**src/rtl/fifo_pkg.sv**
```systemverilog
// Shared types for the FIFO read-side stream adapter.
package fifo_pkg;

    localparam int unsigned DEFAULT_DWIDTH = 8;

    // Encoding equals the number of buffered words.
    typedef enum logic [1:0] {S0 = 2'd0, S1 = 2'd1, S2 = 2'd2} occ_state_t;

    typedef logic [DEFAULT_DWIDTH-1:0] word_t;

endpackage

```
**src/rtl/skid_buf2.sv**
```systemverilog
// Two-entry head/skid storage with its occupancy FSM; head is the output word.
module skid_buf2
    import fifo_pkg::*;
#(
    parameter int unsigned DWIDTH = DEFAULT_DWIDTH
) (
    input  logic              clk,
    input  logic              reset,
    input  logic              flush,
    input  logic              push,
    input  logic [DWIDTH-1:0] push_data,
    input  logic              pop,
    output occ_state_t        occ,
    output logic              valid,
    output logic [DWIDTH-1:0] head
);

    occ_state_t        occ_q, occ_d;
    logic [DWIDTH-1:0] head_q, head_d;
    logic [DWIDTH-1:0] skid_q, skid_d;

    always_ff @(posedge clk) begin
        if (!reset) begin
            occ_q  <= S0;
            head_q <= '0;
            skid_q <= '0;
        end else begin
            occ_q  <= occ_d;
            head_q <= head_d;
            skid_q <= skid_d;
        end
    end

    always_comb begin
        occ_d  = occ_q;
        head_d = head_q;
        skid_d = skid_q;
        if (flush) begin
            // Returning word is dropped along with everything buffered.
            occ_d = S0;
        end else begin
            unique case (occ_q)
                S0: begin
                    if (push) begin
                        head_d = push_data;
                        occ_d  = S1;
                    end
                end
                S1: begin
                    if (push && pop) begin
                        head_d = push_data;
                    end else if (push) begin
                        skid_d = push_data;
                        occ_d  = S2;
                    end else if (pop) begin
                        occ_d = S0;
                    end
                end
                S2: begin
                    if (pop) begin
                        head_d = skid_q;
                        if (push) begin
                            skid_d = push_data;
                        end else begin
                            occ_d = S1;
                        end
                    end
                end
                default: occ_d = S0;
            endcase
        end
    end

    assign occ   = occ_q;
    assign valid = (occ_q != S0);
    assign head  = head_q;

endmodule

```
**src/rtl/fifo_stream_drain.sv**
```systemverilog
// Read-side adapter: turns the FIFO empty/r_en/dout interface into a valid/ready stream,
// hiding the one-cycle read latency behind a two-entry skid buffer.
module fifo_stream_drain
    import fifo_pkg::*;
#(
    parameter int unsigned DWIDTH = DEFAULT_DWIDTH,
    parameter int unsigned CNT_W  = 16
) (
    input  logic              clk,
    input  logic              reset,
    input  logic              fifo_empty,
    input  logic [DWIDTH-1:0] fifo_dout,
    output logic              fifo_r_en,
    input  logic              flush,
    output logic              m_valid,
    input  logic              m_ready,
    output logic [DWIDTH-1:0] m_data,
    output logic [CNT_W-1:0]  beat_count
);

    occ_state_t       occ;
    logic             pop;
    logic             inflight_q;
    logic [2:0]       load;
    logic [CNT_W-1:0] beat_q;

    assign pop  = m_valid && m_ready;
    // Words that will occupy the buffer after this edge; pop implies occ != 0.
    assign load = 3'(occ) + 3'(inflight_q) - 3'(pop);

    assign fifo_r_en = reset && !fifo_empty && !flush && (load < 3'd2);

    always_ff @(posedge clk) begin
        if (!reset) begin
            inflight_q <= 1'b0;
            beat_q     <= '0;
        end else begin
            inflight_q <= fifo_r_en;
            if (pop) begin
                beat_q <= beat_q + CNT_W'(1);
            end
        end
    end

    skid_buf2 #(
        .DWIDTH(DWIDTH)
    ) u_buf (
        .clk      (clk),
        .reset    (reset),
        .flush    (flush),
        .push     (inflight_q),
        .push_data(fifo_dout),
        .pop      (pop),
        .occ      (occ),
        .valid    (m_valid),
        .head     (m_data)
    );

    assign beat_count = beat_q;

endmodule
```
**config.mk**
```make
export PLATFORM = sky130hd
export DESIGN_NAME = fifo_stream_drain
export DESIGN_NICKNAME = d
export VERILOG_FILES = /design/src/rtl/fifo_pkg.sv /design/src/rtl/skid_buf2.sv /design/src/rtl/fifo_stream_drain.sv
export SDC_FILE = /design/constraint.sdc
export NUM_CORES = 1
export LEC_CHECK = 0
export CAP_MARGIN = 20
export CORE_MARGIN = 8
export CORE_UTILIZATION = 50
export CTS_CLUSTER_DIAMETER = 60
export DETAILED_ROUTE_END_ITERATION = 8
export PLACE_DENSITY = 0.76
export RECOVER_POWER = 25
export SLEW_MARGIN = 20
export SYNTH_ARGS = -nofsm -noshare
export SYNTH_HDL_FRONTEND = slang
export SYNTH_SLANG_ARGS = --single-unit
```
**constraint.sdc**
```tcl
create_clock -name clk -period 3.74 [get_ports clk]
set_input_delay 1.122 -clock clk [delete_from_list [all_inputs] [get_ports clk]]
set_output_delay 1.122 -clock clk [all_outputs]
set_load 0.005 [all_outputs]
```
==> results of run 1 <==
-- routing by layer --
metal / vias up / global-route usage (%) / wire [µm]
met5: - / 0 / 0
met2: 31 / 25.5 / 1950
met4: 0 / 6.74 / 39
met3: 5 / 3.33 / 201
met1: 667 / 15.1 / 1620
li1: 703 / - / -
-- synthesized netlist by cell type, drive strengths merged, types with 2 or more instances --
cell type  instances
a211oi             2
a21boi             4
and2              12
and4b              2
buf                5
clkbuf             3
dfxtp             35
ha                 6
inv                4
mux2i             17
nand2             18
nand2b             3
nand3              4
nand4              5
nor2               7
nor2b              9
nor3               2
nor4b              2
o211a              8
o21ai              4
or3                4
xnor2             11
-- logic make-up after synthesis --
logic type / after synthesis
adder cells (fa/ha/maj): 7
buffers and inverters: 12
multiplexers: 18
AO/OA/AOI/OAI: 20
AND/OR/NAND/NOR: 74
XOR/XNOR: 12
flip-flops: 35
-- final cells by class --
cell class                 count  share of cell area, %
sequential                    35                   30.9
tap                           46                   2.54
multi-input combinational    131                   44.3
clock buffer                   6                   1.82
inverter                       4                  0.663
clock inverter                 2                  0.552
timing repair buffer          47                   19.2
-- metrics by stage --
step | util, % | total power [mW] | hold slack (ps) | setup WS [ps]
finish | 67.9 | 0.654 | 497 | 69.7
global placement | 66.2 | 0.458 | 463 | -692
CTS | 68.0 | 0.665 | 493 | 12.8
floorplan | - | 0.422 | 459 | 306
global route | 67.9 | 0.683 | 533 | 10.0
detailed placement | 66.2 | 0.461 | 475 | -801
-- what timing repair did --
item	in CTS	in global routing
hold buffers	0	0
buffers inserted	0	0
resized for setup	12	1
hold endpoints to repair	0	0
setup endpoints to repair	1	1
pin swaps	3	2
-- critical path, stage by stage --
cell and delay (ps):
buf_2 120, and2b_2 210, nor2_2 100, o21ai_1 100, fa_2 370, xor2_2 160
nor4b_2 200, buf_2 150
-- how the worst max path moves through the flow --
| stage | end |
|---|---|
| after floorplan | fifo_r_en |
| after global placement | fifo_r_en |
| after detailed placement | fifo_r_en |
| after CTS | fifo_r_en |
| after global routing | fifo_r_en |
| final | fifo_r_en |
-- power by group --
| group | switching [mW] | internal [mW] |
|---|---|---|
| registers | 0.00437 | 0.379 |
| clock network | 0.129 | 0.0725 |
| logic | 0.0286 | 0.0399 |
| total | 0.162 | 0.492 |
-- state kept, by name, summed over array words and instances (netlist names) --
| name | count |
|---|---|
| beat_count | 16 |
| inflight_q | 1 |
| u_buf.skid_q | 8 |
| u_buf.head | 8 |
| u_buf.occ | 2 |
==> results.cfg, run 1 <==
[cts]
cts-root-buf = clkbuf_4
numCtsBuffers = 5
cts.sinks = 35
h-tree-depth = 2
clk_latency_ps = 330
clk_path_buf_depth = 2
path_clk_slew_ps = 110
cts_tree = built

[worst_setup_path]
reg2reg_depth = 6
regToRegStartpoint = u_buf.occ[1]
startpoint = m_ready
rrSetupSlack_ps = 1480
path_class = in2out
crit_required_ps = 2620
cp-start-kind = primary input
r2r_end = u_buf.occ[1]
endpoint_kind = output pin
worstPathArrival_ps = 2550
crit_fanout = 3

[timing]
fmax_ghz = 0.272
rsz0062_at_grt = false
fin_skew_ps = 7.51
tightest_slew_ps = 1070
post-route-min-period_ps = 3670
finalSetupTns_ps = 0
slew_headroom_pct = 28.9
setup_viol = 0
period_share_pct = 98.1
drv_slew = 0
hold_viol = 0

[final_layout]
stdcell_count = 271
seq_area_um2 = 701
multiInputGateArea_um2 = 1000
fillers = 297
drive_gt1_share_pct = 12.4
diodes = 0
finalInstanceArea_um2 = 2270
areaGrowthSynthToFinish_pct = 29.6
nNetsFinal = 244
most-common-layout-cells = dfxtp_1 (35), clkdlybuf4s50_1 (35), nand2_1 (18)

[global_routing]
grt_pass1_vias = 1428
grt_use_total_pct = 14.2
grt_pass1_wl_mm = 6.24
grt_max_degree = 31
antenna_found_initial = 0
overflow = 0

[drt]
ant_nets = 0
via_count = 1406
drtIter0Drc = 60
wirelength_mm = 3.81
drc_errors = 0
wl_per_cell_um = 14.0
firstDrtPassIters = 4
viasPerCell = 5.19

[logic_synthesis]
synthTopCellsByArea = dfxtp_1 (40%), mux2i_1 (9.7%), xnor2_1 (5.5%)
ys_ff_latch = 35
avgSynthCellArea_um2 = 9.82
syn_nets = 198
synth_edf_count = 0
synth_cell_type_count = 39
synth_top_flop_cell = dfxtp_1
synth_compound_area_share_pct = 9.95
synthArstFlopShare_pct = 0
ys_warn_count = 0
synth.yosys.seq_area_share_pct = 40.1
syn_inst = 178
yosysTopAreaCellShare_pct = 40.1
synth_adder_area_share_pct = 5.44
synth_area_um2 = 1750
yosys.area.top_type = dfxtp_1
synthSimpleGateAreaFrac_pct = 24.7
synth_xor_area_share_pct = 6.01
synth_mux_area_share_pct = 10.4
synth_top_family_by_area = simple AND/OR/NAND/NOR gates

[placed_design]
place_inst = 263
place_hpwl_mm = 2.82
placed_area_um2 = 2210
globalplace.congestion = 0.816
numPortBuffers = 38

[worst_hold_path]
hold_end = beat_count[15]
hp-class = reg2reg
min_from = beat_count[15]
hold_depth = 2

[floorplanning]
io_pins = 39
rows = 21
coreArea_um2 = 3340
start_util_pct = 52.4
die-area_um2 = 5640
die_x_um = 75.1
die_h_um = 75.1

[power_and_ir_drop]
peakVddDrop_mv = 0.211
power_density_nw_per_um2 = 289
leakagePower_nw = 0.903

[run]
drv_cap = 0

[outcome]
status = finished, final reports clean
No activity file was read; power rests on OpenSTA's default activity.
==> run 2: changes to the inputs <==
Settings changed: CTS_CLUSTER_SIZE set to 40.
==> results of run 2 <==
The final DEF is identical to that of run 1; final timing and power are the same.
==> run 3: changes to the inputs <==
Settings changed: SETUP_SLACK_MARGIN set to 0.5.
==> run 3 against run 2 <==
Compared with the run above: final area increased by 1.6%; routed wire length rose by 2.6%; cell count up 0.37%; count of clock-buffer cells in the layout is the same; utilization up 1.1 points; clock power about the same; sequential power hardly changed; die area did not move; clock skew about the same; combinational power rose by 3%.
==> results.cfg, run 3 (synthesis gave the netlist of run 1 again) <==
[floorplanning]
die_x_um = 75.1
die_h_um = 75.1
coreArea_um2 = 3340
io_pins = 39
rows = 21
start_util_pct = 52.4
die-area_um2 = 5640

[timing]
rsz0062_at_grt = true
setup_viol = 0
hold_viol = 0
post-route-min-period_ps = 3660
tightest_slew_ps = 1070
whs_ps = 499
fin_skew_ps = 7.70
fmax_ghz = 0.273
slew_headroom_pct = 28.6
period_share_pct = 97.8
drv_slew = 0

[drt]
wl_per_cell_um = 14.4
ant_nets = 0
drc_errors = 0
firstDrtPassIters = 4
viasPerCell = 5.17
drtIter0Drc = 63
wirelength_mm = 3.91
via_count = 1407

[final_layout]
nNetsFinal = 245
utilization_pct = 69.0
areaGrowthSynthToFinish_pct = 31.7
diodes = 0
most-common-layout-cells = clkdlybuf4s50_1 (35), dfxtp_1 (34), nand2_1 (18)
fillers = 283
largest_reg_flops = 16
drive_gt1_share_pct = 14.2
final_common_cell = clkdlybuf4s50_1
finalInstanceArea_um2 = 2300

[worst_setup_path]
worstPathArrival_ps = 2540
path_cells = buf_8 -> and2b_2 -> nor2_4 -> o21ai_2 -> fa_2 -> xor2_2 -> nor4b_2 -> buf_2
endpoint_kind = output pin
reg2reg_depth = 6
cp-start-kind = primary input
regToRegStartpoint = u_buf.occ[0]
path_class = in2out
r2r_end = u_buf.occ[1]
rrSetupSlack_ps = 1410
crit_required_ps = 2620
slowest_stage = fa_2
crit_family = simple AND/OR/NAND/NOR gates
slowest_delay_ps = 350
crit_fanout = 3
cp_num_buf_inv = 2

[worst_hold_path]
hold_depth = 2
hold_end = beat_count[15]
hp-class = reg2reg
min_from = beat_count[15]

[cts]
holdBufCountCts = 0
numCtsBuffers = 5
h-tree-depth = 2
cts-root-buf = clkbuf_4
clk_path_buf_depth = 2
cts_tree = built
clk_latency_ps = 340
path_clk_slew_ps = 110
cts.sinks = 35

[global_routing]
grt_max_degree = 32
grt_use_total_pct = 14.7
overflow = 0
grt_pass1_vias = 1403
grt_pass1_wl_mm = 6.34
antenna_found_initial = 0

[power_and_ir_drop]
peakVddDrop_mv = 0.254
leakagePower_nw = 0.909
power_density_nw_per_um2 = 284

[placed_design]
placed_area_um2 = 2210
numPortBuffers = 38
globalplace.congestion = 0.764
place_hpwl_mm = 2.96

[run]
drv_cap = 0

[outcome]
status = finished, final reports clean
## run 3: cell types whose count changed in the layout (fill, tap and decap cells not counted), sizes merged
| cell | before | now |
|---|---|---|
| clkbuf | 7 | 8 |
## run 3: how the worst max path moves through the flow
stage / end / slack, ps / start / cells after the start
2_1_floorplan: fifo_r_en / 360 / m_ready / 6
3_3_place_gp: fifo_r_en / -660 / m_ready / 8
3_5_place_dp: fifo_r_en / -840 / m_ready / 8
4_1_cts: fifo_r_en / -60 / m_ready / 8
5_1_grt: fifo_r_en / 40 / m_ready / 8
6_report: fifo_r_en / 80 / m_ready / 8
## run 3: through the flow
| stage | power, mW | TNS, ps | cells | setup slack, ps |
|---|---|---|---|---|
| floorplan | 0.422 | 0 | 178 | 361 |
| global placement | 0.458 | -655 | 262 | -655 |
| detailed placement | 0.461 | -843 | 262 | -843 |
| CTS | 0.660 | -62.1 | 272 | -62.1 |
| global route | 0.684 | 0 | 272 | 39.0 |
| finish | 0.654 | 0 | 272 | 81.9 |
## run 3: metal layers
layer,up-vias,global-route usage (%),share of wire [%],routed length (µm)
li1,706,-,-,-
met1,661,14.6,39,1540
met2,33,27.1,52,2040
met3,7,4.53,7.2,281
met4,0,6.52,1.3,51
met5,-,0,0,0
## run 3: area by class of cell
cell class	instances	area [µm²]	share of cell area, %
inverter	4	15.0	0.652
clock buffer	6	41.3	1.79
timing repair buffer	48	452	19.6
clock inverter	2	12.5	0.543
sequential	35	702	30.5
tap	46	57.6	2.50
multi-input combinational	131	1020	44.4
## run 3: worst register-to-register path: stages, from the launching register on
cell and delay, ps:
dfxtp_2 380, inv_1 150, ha_1 650, nor3_1 160, a211oi_1 450, mux2_2 390
nor2_1 90
## run 3: timing repair
action	CTS	global route
resized for setup	16	5
gates cloned	0	0
pin swaps	5	5
endpoints found under the setup margin	1	1
setup buffers	2	0
## run 3: where the power goes
group	internal (mW)	leakage (nW)	switching (mW)	total (mW)
Clock	0.0725	0.0282	0.127	0.200
Combinational	0.0416	0.597	0.0287	0.0703
Sequential	0.379	0.283	0.00498	0.384
